File: src/rtl/call_stack_pkg.sv
// Shared types and pointer helpers for the return-address stack.
// Contents:
//   stk_mode_e - overflow behaviour (saturate or circular)
//   stk_op_e   - per-cycle operation decoded from {push, pop, empty}
//   ptr_inc / ptr_dec - modulo-depth pointer steps. These compare against
//     the end values explicitly, so non-power-of-two depths wrap correctly.
package call_stack_pkg;

  typedef enum logic {
    STK_SAT,
    STK_WRAP
  } stk_mode_e;

  typedef enum logic [1:0] {
    STK_NOP,
    STK_PUSH,
    STK_POP,
    STK_REPL
  } stk_op_e;

  function automatic int unsigned ptr_inc(input int unsigned ptr, input int unsigned depth);
    return (ptr == depth - 1) ? 0 : ptr + 1;
  endfunction

  function automatic int unsigned ptr_dec(input int unsigned ptr, input int unsigned depth);
    return (ptr == 0) ? depth - 1 : ptr - 1;
  endfunction

  // Push together with pop on an empty stack degrades to a plain push.
  function automatic stk_op_e op_decode(input logic push, input logic pop, input logic empty);
    if (push && pop && !empty) return STK_REPL;
    if (push)                  return STK_PUSH;
    if (pop)                   return STK_POP;
    return STK_NOP;
  endfunction

endpackage

File: src/rtl/call_stack_ram.sv
// DEPTH x AW register file that holds the stack entries.
// Ports:
//   clk, rst (async, active-low; clears every entry to 0)
//   we, waddr, wdata - single synchronous write port
//   raddr, rdata     - asynchronous read port
module call_stack_ram #(
  parameter int unsigned AW    = 11,
  parameter int unsigned DEPTH = 8,
  localparam int unsigned PW   = $clog2(DEPTH)
) (
  input  logic          clk,
  input  logic          rst,
  input  logic          we,
  input  logic [PW-1:0] waddr,
  input  logic [AW-1:0] wdata,
  input  logic [PW-1:0] raddr,
  output logic [AW-1:0] rdata
);

  logic [AW-1:0] mem_q [DEPTH];

  always_ff @(posedge clk or negedge rst) begin
    if (!rst) begin
      for (int i = 0; i < DEPTH; i++) mem_q[i] <= '0;
    end else if (we) begin
      mem_q[waddr] <= wdata;
    end
  end

  assign rdata = mem_q[raddr];

endmodule

File: src/rtl/call_stack_ctrl.sv
// Hardware return-address stack that feeds PC_next on CALL/RETURN.
// Ports:
//   clk, rst         - clock; async active-low reset
//   clr              - synchronous flush of pointer, count and error flags (entries kept)
//   push, push_data  - push a return address
//   pop              - pop the top entry; push+pop on a non-empty stack replaces the top
//   err_clr          - clear the sticky ovf/unf flags (a new error in the same cycle wins)
//   top_q            - current top entry, combinational from registered state only
//   count, empty, full - occupancy
//   ovf, unf         - sticky overflow / underflow flags
// WRAP=0 saturates (drops a push when full, ignores a pop when empty).
// WRAP=1 behaves as a circular stack: the pointer always moves.
module call_stack_ctrl import call_stack_pkg::*; #(
  parameter int unsigned AW    = 11,
  parameter int unsigned DEPTH = 8,
  parameter int unsigned WRAP  = 0,
  localparam int unsigned CW   = $clog2(DEPTH + 1)
) (
  input  logic          clk,
  input  logic          rst,
  input  logic          clr,
  input  logic          push,
  input  logic          pop,
  input  logic [AW-1:0] push_data,
  input  logic          err_clr,
  output logic [AW-1:0] top_q,
  output logic [CW-1:0] count,
  output logic          empty,
  output logic          full,
  output logic          ovf,
  output logic          unf
);

  localparam int unsigned PW      = $clog2(DEPTH);
  localparam stk_mode_e   Mode    = (WRAP != 0) ? STK_WRAP : STK_SAT;
  localparam logic [CW-1:0] CntFull = CW'(DEPTH);

  logic [PW-1:0] sp_q, sp_d, sp_inc, sp_dec;
  logic [CW-1:0] cnt_q, cnt_d;
  logic          ovf_q, ovf_d, unf_q, unf_d;
  logic          we;
  logic [PW-1:0] waddr;
  logic [AW-1:0] rdata;
  stk_op_e       op;

  assign sp_inc = PW'(ptr_inc(32'(sp_q), DEPTH));
  assign sp_dec = PW'(ptr_dec(32'(sp_q), DEPTH));

  assign empty = (cnt_q == '0);
  assign full  = (cnt_q == CntFull);
  assign count = cnt_q;
  assign ovf   = ovf_q;
  assign unf   = unf_q;
  assign op    = op_decode(push, pop, empty);

  // The top entry sits just below sp; a saturating stack reports 0 when empty,
  // a circular one keeps exposing whatever the pointer lands on.
  assign top_q = (empty && (Mode == STK_SAT)) ? '0 : rdata;

  call_stack_ram #(
    .AW   (AW),
    .DEPTH(DEPTH)
  ) u_ram (
    .clk  (clk),
    .rst  (rst),
    .we   (we),
    .waddr(waddr),
    .wdata(push_data),
    .raddr(sp_dec),
    .rdata(rdata)
  );

  always_comb begin
    sp_d  = sp_q;
    cnt_d = cnt_q;
    ovf_d = ovf_q;
    unf_d = unf_q;
    we    = 1'b0;
    waddr = sp_q;
    // Clear first so that an error raised below in the same cycle sticks.
    if (err_clr) begin
      ovf_d = 1'b0;
      unf_d = 1'b0;
    end
    if (clr) begin
      sp_d  = '0;
      cnt_d = '0;
      ovf_d = 1'b0;
      unf_d = 1'b0;
    end else begin
      unique case (op)
        STK_PUSH: begin
          if (!full) begin
            we    = 1'b1;
            sp_d  = sp_inc;
            cnt_d = cnt_q + CW'(1);
          end else begin
            ovf_d = 1'b1;
            if (Mode == STK_WRAP) begin
              we   = 1'b1;
              sp_d = sp_inc;
            end
          end
        end
        STK_POP: begin
          if (!empty) begin
            sp_d  = sp_dec;
            cnt_d = cnt_q - CW'(1);
          end else begin
            unf_d = 1'b1;
            if (Mode == STK_WRAP) sp_d = sp_dec;
          end
        end
        STK_REPL: begin
          we    = 1'b1;
          waddr = sp_dec;
        end
        default: ;
      endcase
    end
  end

  always_ff @(posedge clk or negedge rst) begin
    if (!rst) begin
      sp_q  <= '0;
      cnt_q <= '0;
      ovf_q <= 1'b0;
      unf_q <= 1'b0;
    end else begin
      sp_q  <= sp_d;
      cnt_q <= cnt_d;
      ovf_q <= ovf_d;
      unf_q <= unf_d;
    end
  end

endmodule

File: config.mk
export PLATFORM = sky130hd
export DESIGN_NAME = call_stack_ctrl
export DESIGN_NICKNAME = d
export VERILOG_FILES = /design/src/rtl/call_stack_pkg.sv /design/src/rtl/call_stack_ram.sv /design/src/rtl/call_stack_ctrl.sv
export SDC_FILE = /design/constraint.sdc
export NUM_CORES = 1
export LEC_CHECK = 0
export ABC_AREA = 1
export CAP_MARGIN = 0
export CORE_UTILIZATION = 45
export DETAILED_ROUTE_END_ITERATION = 10
export SYNTH_ARGS = -nofsm -noshare
export SYNTH_HDL_FRONTEND = slang
export SYNTH_SLANG_ARGS = --single-unit
export TNS_END_PERCENT = 30
File: constraint.sdc
create_clock -name clk -period 2.39 [get_ports clk]
set_input_delay 0.239 -clock clk [delete_from_list [all_inputs] [get_ports clk]]
set_output_delay 0.239 -clock clk [all_outputs]
set_load 0.02 [all_outputs]
-- After elaboration in Yosys (flattened, before gate mapping)
Cells that the tools add are included.
Widths: inputs -> output; s select.
- add/subtract/negate cells: 4
- order comparisons: 3
- equal/unequal tests: 7
- mux-type cells: 42
- bitwise operators: 2
- reductions and logical operators: 8
- operators with widths (operator ; number):
    $bwmux 88 ; 1
    $mux 11 ; 4
    $bmux 11 s3 ; 1
    $demux 11 s3 ; 1
    $mux 3 ; 7
    $mux 1 ; 16
    $mux 2 ; 6
    $mux 4 ; 3
    $ge 4x4->1 const B ; 2
    $not 3->4 ; 2
    $pmux 4 s2 ; 1
    $ne 3x3->1 const B ; 2
    $pmux 3 s2 ; 1
    $add 4x1->4 const B ; 1
    $eq 2x2->1 const B ; 2
    $eq 4x4->1 const B ; 1
    $logic_not 4->1 ; 1
    $lt 4x1->1 const B ; 1
    $sub 4x1->4 const B ; 1
    $add 3x1->3 const B ; 1
    $eq 3x3->1 const B ; 1
    $logic_and 1x1->1 ; 3
    $logic_not 3->1 ; 1
    $reduce_and 3->1 ; 1
    5 further kinds ; 5
- flip-flop bits (word level): 97
- bits of input ports: 17
- output and inout port bits: 19
- word-level logic and storage cells: 78

-- Depth between registers and ports, before layout
Gate-level depths: netlist (run 1).
- depth in word-level cells: 19
- mapped depth: 12
- depth with buffers taken out: 11

-- Modules after synthesis
Synthesis (run 1) repeated with hierarchy kept, for this count alone.
- cell total of the unflattened synthesis: 742
- area total of the unflattened synthesis: 5215.0 µm²
- modules (own cells, without submodules) (module ; instances ; cells each ; area an instance (µm²) ; sequential area each (µm²)):
    call_stack_ram ; 1 ; 601 ; 4337.9 ; 2202.1
    call_stack_ctrl ; 1 ; 141 ; 877.1 ; 225.2

-- Worst setup path before layout (run 1)
OpenSTA, ideal clock, no wires.
- path type: register to output
- start point: register sp_q[0]
- end point: output port top_q[1]
- arrival: 1.736 ns
- data required time: 2.151 ns
- slack: 0.415 ns
- cell stages (with the launch flop): 11
- buffers on the path: 2
- cell sequence: dfrtp_1 > inv_1 > ha_1 > nand2_1 > nand2_1 > buf_2 > clkbuf_1 > o21ai_0 > nand3_1 > nand2_1 > nor2_1
- cells in the longest elaborated chain, start to end: 7
- elaborated cells on any way between the ends: 8
- those cells by class: 1 x add/sub; 5 x mux; 1 x bitwise; 1 x reduce/logical
- ends and longest elaborated chain (item ; line ; source):
    start: declaration ; call_stack_ctrl.sv:38 ; logic [PW-1:0] sp_q, sp_d, sp_inc, sp_dec;
    start signal: assignment ; call_stack_ctrl.sv:130 ; sp_q <= sp_d;
    $sub 3x1->3 / $logic_not 3->1 (equally long branches) ; call_stack_pkg.sv:26 ; return (ptr == 0) ? depth - 1 : ptr - 1;
    $mux 3 * ; call_stack_pkg.sv:26 ;
    $not 3->4 (not written as such) * ; call_stack_ram.sv:30 ; assign rdata = mem_q[raddr];
    $bmux 11 s3 * ; call_stack_ram.sv:30 ;
    $mux 11 (not written as such) * (2 in series) ; call_stack_ram.sv:30 ;
    $mux 11 * ; call_stack_ctrl.sv:58 ; assign top_q = (empty && (Mode == STK_SAT)) ? '0 : rdata;
    end: declaration ; call_stack_ctrl.sv:26 ; output logic [AW-1:0] top_q,
Mark *: on every way between the ends. The rest lies on a longest branch, timed or not. The select of a mux whose other input is x is not followed.

-- Worst setup path after layout (run 1)
- start point: register sp_q[0]
- end point: register u_ram.mem_q[28] in the netlist's numbering
- cells in the longest elaborated chain, start to end: 10
- elaborated cells on any way between the ends: 12
- those cells by class: 1 x add/sub; 2 x order compare; 6 x mux; 1 x bitwise; 2 x reduce/logical
- ends and longest elaborated chain (item ; line ; source):
    $sub 3x1->3 / $logic_not 3->1 (equally long branches) ; call_stack_pkg.sv:26 ;
    $mux 3 ; call_stack_pkg.sv:26 ;
    $mux 3 ; call_stack_ctrl.sv:91 ; unique case (op)
    $mux 3 * ; call_stack_ctrl.sv:85 ; if (clr) begin
    $not 3->4 (not written as such) * ; call_stack_ram.sv:26 ; mem_q[waddr] <= wdata;
    $ge 4x4->1 (not written as such) / $lt 4x1->1 (equally long branches) ; call_stack_ram.sv:26 ;
    $logic_and 1x1->1 (not written as such) ; call_stack_ram.sv:26 ;
    $mux 11 (not written as such) ; call_stack_ram.sv:26 ;
    $demux 11 s3 * ; call_stack_ram.sv:26 ;
    $bwmux 88 * ; call_stack_ram.sv:26 ;
    end signal: indexed assignment ; call_stack_ram.sv:26 ;
    end: declaration ; call_stack_ram.sv:20 ; logic [AW-1:0] mem_q [DEPTH];
Mark *: on every way between the ends. The rest lies on a longest branch, timed or not.
A chain may end at the register's enable or synchronous reset.

==> flow_metrics.tcl, run 1 <==
set metrics [dict create \
    worst_pin_slew_ns 0.559 \
    io_pins 36 \
    synth_flop_cell "dfrtp_1" \
    syn-instance-count 700 \
    drt_pass1_iterations 5 \
    via_per_inst 5.42 \
    cp.arrival_ns 2.51 \
    syn_avg_cell_area_um2 7.50 \
    multi_input_area_um2 2460 \
    stdcell_count 877 \
    overflow 0 \
    max_slew_margin_pct 62.7 \
    grt_pass1_wl_mm 22.7 \
    wl_met2_mm 6.48 \
    critPathLaunchType "flip-flop" \
    powerDensity_nw_per_um2 1520 \
    synth_area_leaders "dfrtp_1 (46%), nand2_1 (19%), nand3_1 (12%)" \
    place_congestion 0.843 \
    clockBufferDepth 2 \
    highest_layer "met4" \
    yosysMostFrequentCell "nand2_1" \
    cts_buffers 9 \
    dieArea_um2 12100 \
    path_max_fanout 20 \
    rows 39 \
    core_um2 11400 \
    fin_crit_sh_pct 95.0 \
    cap_violations 0 \
    totalWireLength_mm 14.4 \
    clk_latency_ns 0.35 \
    final.setup.tns_ns 0 \
    numPortBuffers 35 \
    r2r_end "u_ram.mem_q[28]" \
    clock_sinks 97 \
    critPathKind "reg -> reg" \
    setup_viol 0 \
    layout-drive-gt1-share_pct 14.0 \
    status "complete, no violations" \
    nFillCells 1084 \
    post-route-min-period_ns 2.27 \
    reg2reg_setup_slack_ns 0.12 \
    endpoint "u_ram.mem_q[28]" \
    drt_iter0_drc 392 \
    startpoint "sp_q[0]" \
    areaGrowthSynthToFinish_pct 18.8 \
    clock_skew_ns 0.00779 \
    vdd_drop_max_mv 0.629 \
    whs_ns 0.437 \
    hold_path.class "in -> async" \
    routed-via-count 4750 \
    synth_top_area_share_pct 46.2 \
    r2r-start "sp_q[0]" \
    die_x_um 110 \
    cts_tree "done" \
    critPathCaptureType "flip-flop" \
    ys_types 28 \
    regArea_um2 2430 \
    drv_slew 0 \
    die_y_um 110 \
    netlist_area_um2 5250 \
    ant_nets 0 \
    ctsHtreeMaxLevel 3 \
    grt_pass1_vias 4478 \
    yosysTopAreaCell "dfrtp_1" \
    reg2reg_depth 11 \
    hpwl_mm 9.50 \
    post-place-ws_ns -0.118 \
    fin_ws_ns 0.120 \
    synth_common_cells "nand2_1 (266), nand3_1 (125), dfrtp_1 (97)" \
    grt_max_degree 98 \
    post-place-cells 853 \
    m1WireLength_mm 6.93 \
    finalHoldViolations 0 \
    routedWlPerCell_um 16.5 \
    synthesis.nets 724 \
    synthArstFlopShare_pct 100 \
    initial_utilization_pct 46.2 \
    required_ns 2.63 \
    path_clk_slew_ns 0.07 \
    cts_root_buf "clkbuf_16" \
    n_antenna_cell 0 \
    max_freq_ghz 0.440 \
    seq_area_frac_synth_pct 46.2 \
    yosysWarnings 0 \
    nets 753 \
    synth-edff-count 0 \
    synth-seq-cells 97 \
    p_leak_nw 3.18 \
    grtUsageTotal_pct 25.0 \
    wl_met3_um 786 \
    antenna_found_initial 0 \
    drc 0 \
]
metal layers:
layer  GRT usage [%]  up-vias
li1                -     2304
met1            36.6     2266
met2            38.3      158
met3            3.06       22
met4            8.19        0
met5               0        -
final cells by class:
class,instances,share of cell area (%)
Multi-Input combinational cell,511,39.4
Clock buffer,12,3.79
Tap cell,143,2.87
Sequential cell,97,38.9
Timing Repair Buffer,71,11.4
Inverter,39,2.39
Clock inverter,4,1.22
what timing repair did:
action                                 CTS  global route
cloned                                   0             3
endpoints found under the hold margin   97             0
pin swaps                                0             5
resized for setup                       43            38
setup buffers                            0             4
setup endpoints to repair               24            96
hold buffers                             1             0
how the worst min path moves through the flow:
| stage | startpoint | to | slack (ns) | cells past startpoint |
|---|---|---|---|---|
| final | rst | count[2] | 0.44 | 3 |
| after global routing | u_ram.mem_q[69] | u_ram.mem_q[69] | 0.49 | 2 |
| after CTS | u_ram.mem_q[17] | u_ram.mem_q[17] | 0.47 | 2 |
| after detailed placement | rst | count[3] | 0.34 | 2 |
| after global placement | rst | count[3] | 0.34 | 2 |
| after floorplan | rst | count[0] | -0.06 | 0 |
cells in the final DEF, fill, tap and decap left out, drive strengths merged:
cell,netlist,routed
a21oi,37,37
nand3,126,126
bufinv,0,2
xor2,2,2
nand4,4,4
and2,1,1
nand2,271,271
nor2,25,26
dlygate4sd3,0,1
clkbuf,14,15
o21ai,34,34
nand3b,1,1
clkdlybuf4s50,0,23
fa,1,1
a31o,2,2
inv,39,40
ha,6,6
clkinvlp,0,1
dfrtp,97,97
buf,40,44
where the power goes:
| part | switching [mW] | internal, mW |
|---|---|---|
| sequential | 0.436 | 2.36 |
| combinational | 3.20 | 1.92 |
| clock | 0.635 | 0.923 |
| total | 4.27 | 5.21 |
sequential cells by signal, summed over array words and instances, names as in the netlist:
register,cells
ovf,1
count,4
u_ram.mem_q,88
sp_q,3
unf,1
logic make-up (layout without fill, tap and decap cells):
logic type	count (synthesis)	in the layout	share of synthesized area, %
flops	97	97	46.2
simple gates	428	429	35.1
compound gates	73	73	7.17
fa+ha+maj	7	7	1.81
buf+inv	93	126	9.34
xor+xnor	2	2	0.334
through the flow:
| stage | utilization, % | total power, mW | instance area, µm² |
|---|---|---|---|
| after floorplan | - | 5.82 | 5250 |
| after global routing | 54.9 | 10.2 | 6240 |
| after detailed placement | 50.6 | 7.62 | 5750 |
| after global placement | 50.6 | 7.53 | 5750 |
| after CTS | 53.6 | 9.17 | 6100 |
| final | 54.9 | 9.48 | 6240 |
worst max-delay path, cell delays in order (launching register included):
cell and delay (ns):
dfrtp_1 0.40, inv_2 0.10, ha_4 0.16, nand2_4 0.07, nand2_8 0.14, buf_6 0.19, nand4_1 0.19, a21oi_4 0.36
buf_12 0.19, nand2_2 0.18, nand2_1 0.12, nand2_1 0.06
No activity file was read; power rests on OpenSTA's default activity.
==> run 2: changes to the inputs <==
Clock period 2.39 ns to 2.8 ns, I/O delays scaled along.
==> run 2 against run 1 <==
Clock skew about the same; total power decreased by 21%; worst setup slack improved by 0.038 ns; worst hold slack got worse by 0.33 ns; design area decreased by 4.6%; sequential share of layout area increased by 1.9 points; critical path type is now reg -> out; largest power group unchanged; highest routed layer unchanged.
==> flow_metrics.tcl, run 2 (synthesized netlist as in run 1, its figures left out) <==
set metrics [dict create \
    drt_pass1_iterations 5 \
    routedWlPerCell_um 16.4 \
    drv_slew 0 \
    critPathLaunchType "flip-flop" \
    dieArea_um2 12100 \
    via_per_inst 5.43 \
    critPathCaptureType "output pin" \
    drc 0 \
    crit_chain "inv_1 > ha_1 > inv_2 > buf_4 > a21oi_1 > o21ai_0 > nand3_1 > nand2_1 > nor2_1 > dlygate4sd2_1" \
    cts_tree "done" \
    stdcell_count 865 \
    clock_sinks 97 \
    place_congestion 0.836 \
    regArea_um2 2430 \
    layout-drive-gt1-share_pct 8.03 \
    post-route-min-period_ns 2.64 \
    largest_register_ffs 88 \
    worst_pin_slew_ns 1.03 \
    regMostFlops "u_ram.mem_q" \
    die_y_um 110 \
    overflow 0 \
    finalHoldViolations 0 \
    rows 39 \
    ant_nets 0 \
    critPathKind "reg -> out" \
    cap_violations 0 \
    cts_root_buf "clkbuf_16" \
    clock_skew_ns 0.00779 \
    areaGrowthSynthToFinish_pct 13.4 \
    whs_ns 0.103 \
    hold_path.class "in -> async" \
    path_clk_slew_ns 0.06 \
    grtUsageTotal_pct 25.3 \
    path_max_fanout 9 \
    grt_pass1_vias 4489 \
    antenna_found_initial 0 \
    grt_pass1_wl_mm 23.1 \
    numPortBuffers 35 \
    io_pins 36 \
    n_antenna_cell 0 \
    p_leak_nw 3.09 \
    core_um2 11400 \
    drt_iter0_drc 291 \
    clockBufferDepth 2 \
    grt_max_degree 81 \
    max_freq_ghz 0.379 \
    mostFrequentLayoutCell "nand2_1" \
    setup_viol 0 \
    rsz0062_at_grt "yes" \
    slowest_stage "dfrtp_1" \
    totalWireLength_mm 14.2 \
    clk_latency_ns 0.35 \
    initial_utilization_pct 46.2 \
    routed-via-count 4695 \
    max_slew_margin_pct 31.5 \
    multi_input_area_um2 2360 \
    critPathMaxStageDelay_ns 0.37 \
    layout_common_cells "nand2_1 (265), nand3_1 (125), dfrtp_1 (97)" \
    hpwl_mm 9.55 \
    die_x_um 110 \
    nets 741 \
    nFillCells 1133 \
    post-place-cells 848 \
    ctsHtreeMaxLevel 3 \
    cp.arrival_ns 2.36 \
    cts_buffers 9 \
    powerDensity_nw_per_um2 1260 \
    vdd_drop_max_mv 0.503 \
    status "complete, no violations" \
    required_ns 2.52 \
    fin_crit_sh_pct 94.4 \
]
[run 2: changes by cell type in the layout (fill, tap and decap cells not counted), sizes merged]
cell | previous run | this run
dlymetal6s2s | 0 | 1
dlygate4sd3 | 1 | 0
buf | 44 | 25
clkbuf | 15 | 13
bufinv | 2 | 1
dlygate4sd2 | 0 | 10
[run 2: layout make-up]
class,count,area share (%)
clock buffer,13,4.37
clock inverter,3,0.778
inverter,39,2.46
multi-input combinational,511,39.6
sequential,97,40.8
tap,143,3.01
timing repair buffer,59,8.98
[run 2: report_power, final]
part           switching, mW  total (mW)  internal, mW  leakage, nW
combinational           2.51        3.85          1.34         1.70
sequential             0.372        2.39          2.02         1.24
clock                  0.536        1.28         0.746        0.146
total                   3.42        7.52          4.10         3.09
[run 2: metal layers]
layer | track usage (%) | vias to the layer above | wire length [µm]
met5 | 0 | - | 0
met1 | 36.4 | 2274 | 6660
met3 | 2.59 | 16 | 595
li1 | - | 2275 | -
met4 | 8.86 | 0 | 236
met2 | 39.6 | 130 | 6660
[run 2: path summary, 6_finish.rpt]
kind                                  from         endpoint  slack, ns  cells past startpoint
setup / recovery                   sp_q[1]         top_q[3]       0.16                     10
hold / removal                         rst         count[2]       0.10                      1
setup reg to reg                   sp_q[1]   u_ram.mem_q[7]       0.25                     10
hold reg to reg            u_ram.mem_q[40]  u_ram.mem_q[40]       0.47                      2
max in group asynchronous              rst  u_ram.mem_q[78]       1.93                      2
min in group clk           u_ram.mem_q[40]  u_ram.mem_q[40]       0.47                      2
[run 2: what timing repair did]
item	in CTS	in global routing
setup endpoints to repair	11	13
resized for setup	12	1
endpoints found under the hold margin	0	0
pin swaps	0	1
buffers inserted	0	0
cloned	0	1
hold buffers	0	0
[run 2: through the flow]
| step | TNS, ns | worst slack, ns | cell area [µm²] | util [%] | power (mW) |
|---|---|---|---|---|---|
| 6_report | 0 | 0.158 | 5950 | 52.3 | 7.52 |
| 5_1_grt | -0.00583 | -0.00583 | 5950 | 52.3 | 8.13 |
| 4_1_cts | 0 | 0.00724 | 5940 | 52.3 | 7.52 |
| 3_5_place_dp | 0 | 0.116 | 5640 | 49.6 | 6.33 |
| 3_3_place_gp | 0 | 0.160 | 5640 | 49.6 | 6.26 |
| 2_1_floorplan | 0 | 0.784 | 5250 | - | 4.97 |
[run 2: worst max-delay path: cells and delay by family, from the launching register on]
kind / cells / cell delay (ns)
DFF: 1 / 0.37
adders and majority gates: 1 / 0.36
buffers and inverters: 4 / 0.76
AOI/OAI and AO/OA: 2 / 0.21
and+or+nand+nor: 3 / 0.33
==> run 3: changes to the inputs <==
Settings changed: CTS_CLUSTER_SIZE from default to 12, RECOVER_POWER from default to 100.
==> run 3 against run 2 <==
The run now ends with capacitance limit, slew limit left; largest cell class unchanged; routed wire length up 0.32%; critical path depth rose by 1; clock power about the same; global-route usage unchanged; final cell count stayed put.
==> flow_metrics.tcl, run 3 (synthesized netlist as in run 1, its figures left out) <==
set metrics [dict create \
    hold_path.class "reg -> reg" \
    cts_buffers 9 \
    routedWlPerCell_um 16.4 \
    whs_ns 0.466 \
    layout-drive-gt1-share_pct 7.62 \
    powerDensity_nw_per_um2 1260 \
    via_per_inst 5.38 \
    hpwl_mm 9.55 \
    power_frac_comb_pct 51.0 \
    ant_nets 0 \
    regMostFlops "u_ram.mem_q" \
    drt_iter0_drc 315 \
    drt_pass1_iterations 5 \
    status "finished with violations" \
    setup_viol 0 \
    layout_common_cells "nand2_1 (265), nand3_1 (125), dfrtp_1 (97)" \
    largest_register_ffs 88 \
    grtUsageTotal_pct 25.3 \
    clkPwrFrac_pct 17.2 \
    final_area_um2 5930 \
    max_freq_ghz 0.375 \
    cap_violations 1 \
    die_x_um 110 \
    path_max_fanout 11 \
    io_pins 36 \
    cts_hold_buffers 0 \
    cts_root_buf "clkbuf_16" \
    areaGrowthSynthToFinish_pct 13.0 \
    drc 0 \
    routed-via-count 4653 \
    finalHoldViolations 0 \
    cp.arrival_ns 2.39 \
    worst_pin_slew_ns 1.99 \
    critPathCaptureType "output pin" \
    power_frac_seq_pct 31.8 \
    p_leak_nw 3.10 \
    p_switching_mw 3.43 \
    mostFrequentLayoutCell "nand2_1" \
    critPathMaxStageDelay_ns 0.38 \
    max_slew_margin_pct -33.0 \
    ctsHtreeMaxLevel 3 \
    switching_share_pct 45.7 \
    totalWireLength_mm 14.2 \
    drv_slew 81 \
    p_total_mw 7.50 \
    p_int_mw 4.08 \
    final_util_pct 52.2 \
    grt_pass1_wl_mm 23.1 \
    rows 39 \
    cpLargestDelayFamily "buffers and inverters" \
    clockBufferDepth 2 \
    core_um2 11400 \
    critPathKind "reg -> out" \
    slowest_stage "dfrtp_1" \
    path_buf_inv 4 \
    initial_utilization_pct 46.2 \
    die_y_um 110 \
    required_ns 2.52 \
    place_congestion 0.836 \
    post-route-min-period_ns 2.67 \
    overflow 0 \
    numPortBuffers 35 \
    grt_max_degree 81 \
    vdd_drop_max_mv 0.506 \
    clock_sinks 97 \
    fin_crit_sh_pct 95.2 \
    n_antenna_cell 0 \
    final.setup.tns_ns 0 \
    critPathLaunchType "flip-flop" \
    nFillCells 1135 \
    cts_tree "done" \
    clk_latency_ns 0.35 \
    violations "capacitance limit, slew limit" \
    dieArea_um2 12100 \
    dpl_cell_area_um2 5640 \
    path_clk_slew_ns 0.06 \
    nets 741 \
    crit_chain "inv_1 > ha_1 > nand2_1 > nand2_4 > inv_1 > buf_2 > nand2_1 > nand3_1 > a21oi_1 > nor2_1 > dlygate4sd2_1" \
    antenna_found_initial 0 \
    rsz0062_at_grt "yes" \
    grt_pass1_vias 4489 \
    clock_skew_ns 0.00854 \
]
[run 3: changes by cell type in the layout (fill, tap and decap cells not counted)]
cell | before | now
clkdlybuf4s50_1 | 23 | 15
clkbuf_2 | 0 | 2
nor2_2 | 4 | 3
clkbuf_1 | 2 | 4
nor2_1 | 18 | 19
dlygate4sd3_1 | 0 | 8
buf_4 | 23 | 18
buf_2 | 0 | 1
[run 3: area by class of cell]
class / instances / area (µm²) / area share, %
timing repair buffer: 59 / 519 / 8.75
clock buffer: 13 / 260 / 4.39
sequential: 97 / 2430 / 40.9
multi-input combinational: 511 / 2360 / 39.7
inverter: 39 / 146 / 2.47
tap: 143 / 179 / 3.01
clock inverter: 3 / 46.3 / 0.780
[run 3: power groups by stage]
| stage | combinational, mW | sequential [mW] | clock, mW |
|---|---|---|---|
| after global placement | 3.87 | 2.39 | 0 |
| after global routing | 4.29 | 2.46 | 1.35 |
| after floorplan | 2.63 | 2.34 | 0 |
| final | 3.83 | 2.39 | 1.29 |
| after CTS | 3.83 | 2.38 | 1.31 |
| after detailed placement | 3.94 | 2.39 | 0 |
[run 3: worst register-to-register path: stages (launching register included)]
cell     delay, ns
dfrtp_1       0.40
inv_1         0.12
ha_1          0.19
nand2_1       0.10
nand2_4       0.15
buf_6         0.20
nand4_1       0.18
a21oi_4       0.48
nand2_1       0.43
nand2_1       0.16
nand2_1       0.07
[run 3: routing by layer]
layer  GRT usage [%]  up-vias  wire length (µm)
met5               0        -                 0
met4            8.86        0               208
met3            2.59       14               594
met2            39.6      114              6780
met1            36.4     2245              6630
li1                -     2280                 -
[run 3: through the flow]
| step | instances | setup slack, ns |
|---|---|---|
| 2_1_floorplan | 700 | 0.784 |
| 3_3_place_gp | 848 | 0.160 |
| 3_5_place_dp | 848 | 0.116 |
| 4_1_cts | 864 | 0.00724 |
| 5_1_grt | 865 | -0.00583 |
| 6_report | 865 | 0.134 |
[run 3: repair_timing]
action	CTS	global route
cloned	0	1
buffers inserted	0	0
setup endpoints to repair	11	13
endpoints found under the hold margin	0	0
pin swaps	0	1
gates resized for setup	12	1
[run 3: final timing paths]
| kind | from | end | slack [ns] | cells after the start |
|---|---|---|---|---|
| setup / recovery | sp_q[1] | top_q[1] | 0.13 | 11 |
| hold / removal | u_ram.mem_q[15] | u_ram.mem_q[15] | 0.47 | 2 |
| setup reg to reg | sp_q[1] | u_ram.mem_q[7] | 0.24 | 10 |
| hold reg to reg | u_ram.mem_q[15] | u_ram.mem_q[15] | 0.47 | 2 |
| max in group asynchronous | rst | u_ram.mem_q[78] | 0.99 | 2 |
| min in group asynchronous | rst | count[3] | 0.48 | 1 |
